$ cat src/rtl/rotary_position_counter.sv
// Bounded position counter driven by rotary-encoder detent pulses.
// Supports saturate or wrap at the range ends, velocity acceleration and a synchronous preload.
module rotary_position_counter #(
    parameter int WIDTH        = 8,
    parameter int MIN_VAL      = 0,
    parameter int MAX_VAL      = 255,
    parameter int WRAP         = 0,
    parameter int ACCEL_WINDOW = 1000000,
    parameter int ACCEL_STEP   = 4
) (
    input  logic             i_clk,
    input  logic             i_rst,
    input  logic             i_cnt,
    input  logic             i_cnt_cw,
    input  logic             i_load,
    input  logic [WIDTH-1:0] i_load_val,
    output logic [WIDTH-1:0] o_pos,
    output logic             o_changed,
    output logic             o_dir,
    output logic             o_at_min,
    output logic             o_at_max
);
    localparam int XW = WIDTH + 2;
    localparam int TW = $clog2(ACCEL_WINDOW + 1);

    localparam logic [XW-1:0] MIN_X  = XW'(MIN_VAL);
    localparam logic [XW-1:0] MAX_X  = XW'(MAX_VAL);
    localparam logic [XW-1:0] SPAN_X = XW'(MAX_VAL - MIN_VAL + 1);
    localparam logic [XW-1:0] ACC_X  = XW'(ACCEL_STEP);
    localparam logic [TW-1:0] WIN    = TW'(ACCEL_WINDOW);

    typedef enum logic {SLOW, FAST} speed_t;

    speed_t          state, state_nxt;
    logic [TW-1:0]   timer;
    logic            detent, qualify;
    logic [XW-1:0]   pos_x, step_x, up_x, dn_x, load_x, res_x;
    logic [WIDTH-1:0] pos_nxt;

    always_comb begin
        state_nxt = state;
        detent    = i_cnt && !i_load;   // load wins over a coincident detent
        qualify   = (timer < WIN) && (i_cnt_cw == o_dir);

        case (state)
            SLOW: if (detent && qualify) state_nxt = FAST;
            FAST: if (i_load || (timer == WIN) || (detent && !qualify)) state_nxt = SLOW;
        endcase

        // A qualifying detent steps fast both on the SLOW->FAST edge and while FAST.
        step_x = (detent && qualify) ? ACC_X : XW'(1);
        pos_x  = XW'(o_pos);

        up_x = pos_x + step_x;
        if (up_x > MAX_X)
            up_x = (WRAP != 0) ? up_x - SPAN_X : MAX_X;

        if (pos_x < MIN_X + step_x)
            dn_x = (WRAP != 0) ? pos_x + SPAN_X - step_x : MIN_X;
        else
            dn_x = pos_x - step_x;

        load_x = XW'(i_load_val);
        if (load_x < MIN_X)      load_x = MIN_X;
        else if (load_x > MAX_X) load_x = MAX_X;

        res_x = pos_x;
        if (i_load)      res_x = load_x;
        else if (detent) res_x = i_cnt_cw ? up_x : dn_x;
        pos_nxt = res_x[WIDTH-1:0];
    end

    always_ff @(posedge i_clk) begin
        if (i_rst) begin
            o_pos     <= WIDTH'(MIN_VAL);
            o_changed <= 1'b0;
            o_dir     <= 1'b0;
            o_at_min  <= 1'b1;
            o_at_max  <= 1'b0;
            timer     <= WIN;
            state     <= SLOW;
        end else begin
            o_pos     <= pos_nxt;
            o_changed <= (pos_nxt != o_pos);
            o_at_min  <= (pos_nxt == WIDTH'(MIN_VAL));
            o_at_max  <= (pos_nxt == WIDTH'(MAX_VAL));
            if (detent) o_dir <= i_cnt_cw;
            if (detent)           timer <= '0;
            else if (i_load)      timer <= WIN;
            else if (timer < WIN) timer <= timer + TW'(1);
            state <= state_nxt;
        end
    end
endmodule

$ cat config.mk
export PLATFORM = sky130hd
export DESIGN_NAME = rotary_position_counter
export DESIGN_NICKNAME = d
export VERILOG_FILES = /design/src/rtl/rotary_position_counter.sv
export SDC_FILE = /design/constraint.sdc
export NUM_CORES = 1
export LEC_CHECK = 0
export ABC_AREA = 0
export CAP_MARGIN = 15
export CORE_MARGIN = 1
export CORE_UTILIZATION = 51
export CTS_BUF_LIST = sky130_fd_sc_hd__clkbuf_8
export DETAILED_ROUTE_END_ITERATION = 8
export PLACE_DENSITY = 0.76
export SYNTH_ARGS = -nofsm -noshare
export SYNTH_HDL_FRONTEND = slang
export SYNTH_SLANG_ARGS = --single-unit
$ cat constraint.sdc
create_clock -name i_clk -period 4.8 [get_ports i_clk]
set_clock_uncertainty 0.2 [all_clocks]
set_input_delay 0.72 -clock i_clk [delete_from_list [all_inputs] [get_ports i_clk]]
set_output_delay 0.72 -clock i_clk [all_outputs]
set_load 0.01 [all_outputs]
# Yosys cells after proc, flatten, opt, wreduce, memory -nomap -nowiden
# Cells that the tools add are included.
# word_totals
reg_bits	32
mem_bits_ro	0
n_memories	0
latchBits	0
ram_bits	0
# op_classes
magnitude_cmp	3
bitwise	0
mux	9
div	0
mul	0
eq_ne	3
addsub	3
n_reduce_logical	7
shift	0
# op_table
cell	count
$mux W20	3
$mux W8	5
$add A20 B1 Y20 const B	1
$lt A20 B20 Y1 const B	1
$add A8 B3 Y9	1
$gt A9 B8 Y1 const B	1
$eq A8 B8 Y1 const B	1
$logic_not A8 Y1	1
$lt A8 B3 Y1	1
$ne A8 B8 Y1	1
$sub A8 B3 Y8	1
$logic_and A1 B1 Y1	3
$mux W3	1
$reduce_bool A3 Y1	1
$reduce_or A3 Y1	1
$eq A1 B1 Y1	1
$logic_not A1 Y1	1

# Logic depth before layout (Yosys ltp)
# depth
ltp_word	11
ltp_mapped	15
ltp_nobuf	13

# Worst setup path after synthesis
# Ideal clock, no wire load.
# synth_timing
kind	input to register
startpoint	in i_cnt
endpoint	reg o_changed
setup_slack_ns	1.299
setup_ns	0.081
t_required_ns	4.519
arrival_ns	3.220
path_stages	13
cell_sequence	buf_2 inv_1 nor2_1 nand3_1 ha_1 buf_2 nor2b_1 o211ai_1 and2_1 a221oi_2 a21oi_1 xnor2_1 a41oi_1
# synth_via
elab_chain_cells	10
elab_cells_between_ends	13
# synth_rtl
item	line	rtl
from (decl)	13	input logic i_cnt,
$logic_and A1 B1 Y1 *	42	detent = i_cnt && !i_load;
$logic_and A1 B1 Y1	51	step_x = (detent && qualify) ? ACC_X : XW'(1);
$mux W3	51	
$add A8 B3 Y9	54	up_x = pos_x + step_x;
$gt A9 B8 Y1	55	if (up_x > MAX_X)
$mux W8	55	
$mux W8	69	else if (detent) res_x = i_cnt_cw ? up_x : dn_x;
$mux W8 *	69	
$mux W8 *	68	if (i_load) res_x = load_x;
$ne A8 B8 Y1 *	84	o_changed <= (pos_nxt != o_pos);
to (signal assigned)	84	
to (decl)	18	output logic o_changed,
# Mark *: on every way between the ends. The rest lies on a longest branch, timed or not.
# A chain may end at the register's enable or synchronous reset.

# Worst setup path in the final report
# Same ends and word-level chain as after synthesis.

==> results_dict.tcl <==
set metrics [dict create \
    synth_edf_count 0 \
    dpl.hpwl_um 4010 \
    maxSlewHeadroom_pct 51.8 \
    antennaDiodeCount 0 \
    fp-row-count 23 \
    final_antenna_net_count 0 \
    htreeDepth 2 \
    first_global_vias 1867 \
    start_util_pct 54.6 \
    syn_avg_cell_area_um2 7.85 \
    crit_path_start_kind "primary input" \
    ys_warn_count 0 \
    place.gp.congestion 0.930 \
    num_vias 2171 \
    drc 0 \
    ir_drop_uv 324 \
    ioPinCount 25 \
    fin_tns_setup_ps 0 \
    placedInstanceArea_um2 2500 \
    rsz0062_at_grt "false" \
    clkSinkCount 32 \
    finalNonFillerCells 357 \
    final_max_slew_viol_count 0 \
    syn_area_um2 2250 \
    overflow 0 \
    routed_wl_um 5610 \
    grt_max_degree 25 \
    endpoint_kind "register" \
    ys_ff_latch 32 \
    first_iter_violations 212 \
    avgViaCountPerCell 6.08 \
    pwr_density_cell_nw_per_um2 283 \
    hold_path_class "register to register" \
    min_from "timer[13]" \
    status "finished clean" \
    path_cells "clkdlybuf4s50_1, inv_1, nor2_1, buf_4, nand3_1, ha_1, nor2b_1, o211ai_1, and2_1, a221oi_2, a21oi_1, xnor2_1, a41oi_1" \
    p_leak_nw 1.01 \
    max_stage_delay_ps 470 \
    cts_hold_buf 0 \
    final_nets 326 \
    async_reset_ff_share_pct 0 \
    grt.total_usage_pct 25.6 \
    die_area_um2 4670 \
    postCtsResizedCells 0 \
    drive_gt1_share_pct 7.17 \
    clkTransAtPathRegs_ps 70 \
    io_buffers 24 \
    yosysSeqAreaShare_pct 28.5 \
    fill_cells 370 \
    cts_buffer_depth 2 \
    die_w_um 68.4 \
    avgRoutedWirePerCell_um 15.7 \
    cts_tree "built" \
    setup-violations-final 0 \
    cp.arrival_ps 3930 \
    grt_pass1_wl_um 8890 \
    maxCapViolCount 0 \
    cts_made_buffers 5 \
    cts_root_buffer "clkbuf_8" \
    synth_cell_types 51 \
    holdPathStages 2 \
    worst_slew_pin_slew_ps 722 \
    max_freq_mhz 251 \
    cp_top_family "simple AND/OR/NAND/NOR gates" \
    r2r_end "o_changed" \
    rrSetupSlack_ps 820 \
    die_h_um 68.4 \
    placed_cells 349 \
    min_to "timer[13]" \
    crit_path_max_fanout 9 \
    critical_path_class "primary input to register" \
    ff2ff_path_depth 12 \
    worst_path_max_delay_cell "clkdlybuf4s50_1" \
    critPathRequiredTime_ps 4740 \
    synthesis.nets 306 \
    crit_buf_inv 3 \
    syn_inst 286 \
    syn_to_final_growth_pct 17.2 \
    r2r-start "timer[11]" \
    coreArea_um2 4120 \
    cts_setup_buffers 0 \
    firstDrtPassIters 5 \
    period_minus_slack_ps 3990 \
    clk_latency_ps 280 \
    fin_crit_sh_pct 83.1 \
    antenna_found_initial 0 \
    synthFlopType "dfxtp_1" \
    hold_violations 0 \
    postLayoutCellArea_um2 2630 \
]
## power by group
| part | internal, W | leakage, nW | total [W] | switching (W) |
|---|---|---|---|---|
| Clock | 0.000183 | 0.0645 | 0.000282 | 0.0000987 |
| Sequential | 0.000276 | 0.262 | 0.000295 | 0.0000196 |
| Combinational | 0.0000762 | 0.682 | 0.000169 | 0.0000927 |
## routing by layer
layer  share of wire [%]  up-vias  wire length [um]  GRT usage [%]
met1                  49      984              2730           37.4
met5                   0        -                 0              0
met4                 1.6        0                87           6.51
li1                    -     1067                 -              -
met3                 7.3       14               412           6.83
met2                  42      106              2380           36.5
## cell usage after synthesis, types with 5 or more instances
library cell | n | area, um^2
nand4_1 | 8 | 50.1
nand2_1 | 21 | 78.8
and2_1 | 5 | 31.3
nor2b_1 | 9 | 56.3
nand3_1 | 10 | 50.1
xnor2_1 | 13 | 114
xor2_1 | 15 | 131
dfxtp_1 | 32 | 641
o21ai_0 | 21 | 105
ha_1 | 7 | 87.6
clkbuf_1 | 9 | 33.8
and3_1 | 12 | 75.1
o211ai_1 | 10 | 75.1
inv_1 | 8 | 30.0
a21oi_1 | 12 | 60.1
nor2_1 | 32 | 120
buf_2 | 5 | 25.0
## registers in the layout, indices dropped and copies added, names as in the netlist
signal,cells
o_dir,1
o_at_max,1
o_changed,1
timer,20
o_pos,8
o_at_min,1
## worst max-delay path by stage
stage / slack, ps / startpoint / cells after the start / end
after global routing: 470 / timer[11] / 12 / o_at_min
after CTS: 830 / timer[11] / 12 / o_at_min
after global placement: 640 / i_cnt / 13 / o_changed
final: 810 / i_cnt / 13 / o_changed
after floorplan: 1300 / i_cnt / 13 / o_changed
after detailed placement: 600 / i_cnt / 13 / o_changed
## tightest hold or removal path, cell delays in order, from the launching register on
cell and delay, ps:
dfxtp_1 330, o21ai_0 70, a21oi_1 60
## cells by family after synthesis
| kind of cell | after synthesis | synth area share [%] |
|---|---|---|
| multiplexers | 4 | 1.78 |
| XOR/XNOR | 28 | 10.9 |
| AO/OA/AOI/OAI | 70 | 20.9 |
| flip-flops | 32 | 28.5 |
| AND/OR/NAND/NOR | 121 | 29.0 |
| adder cells (fa/ha/maj) | 7 | 3.90 |
| buffers and inverters | 24 | 4.96 |
## per-stage QoR
stage | hold slack (ps) | setup slack (ps) | utilization, % | power (W)
after floorplan | 266 | 1300 | - | 0.000410
after global placement | 286 | 639 | 60.9 | 0.000464
after detailed placement | 301 | 601 | 60.9 | 0.000465
after CTS | 310 | 831 | 63.9 | 0.000744
after global routing | 332 | 474 | 63.9 | 0.000780
final | 303 | 810 | 63.9 | 0.000746
## cell usage in the layout, fill, tap and decap left out, types with 2 or more instances in the layout
cell | netlist | layout
nor2_1 | 32 | 32
dfxtp_1 | 32 | 32
clkdlybuf4s50_1 | 0 | 24
o21ai_0 | 21 | 21
nand2_1 | 21 | 21
xor2_1 | 15 | 15
xnor2_1 | 13 | 13
and3_1 | 12 | 12
a21oi_1 | 12 | 12
nand3_1 | 10 | 10
o211ai_1 | 10 | 10
nor2b_1 | 9 | 9
inv_1 | 8 | 8
nand4_1 | 8 | 8
ha_1 | 7 | 7
clkbuf_8 | 0 | 7
and2_1 | 5 | 5
buf_4 | 0 | 5
mux2i_1 | 4 | 4
nor3_1 | 4 | 4
nor4_1 | 3 | 3
and4_1 | 3 | 3
nand2b_1 | 3 | 3
a22oi_1 | 3 | 3
o31ai_1 | 2 | 2
a21o_1 | 2 | 2
nand4b_1 | 2 | 2
or3_1 | 2 | 2
a31oi_1 | 2 | 2
a32oi_1 | 2 | 2
o21ai_1 | 2 | 2
a211oi_1 | 2 | 2
## area by class of cell
type | instances | area (um^2) | share of cell area, %
well taps | 50 | 62.6 | 2.38
flip-flops and latches | 32 | 641 | 24.3
clock inverters | 1 | 30.0 | 1.14
clock buffers | 7 | 96.3 | 3.66
multi-input cells | 230 | 1490 | 56.8
repair buffers | 29 | 278 | 10.6
inverters | 8 | 30.0 | 1.14
Power figures use the tool's default switching activity.
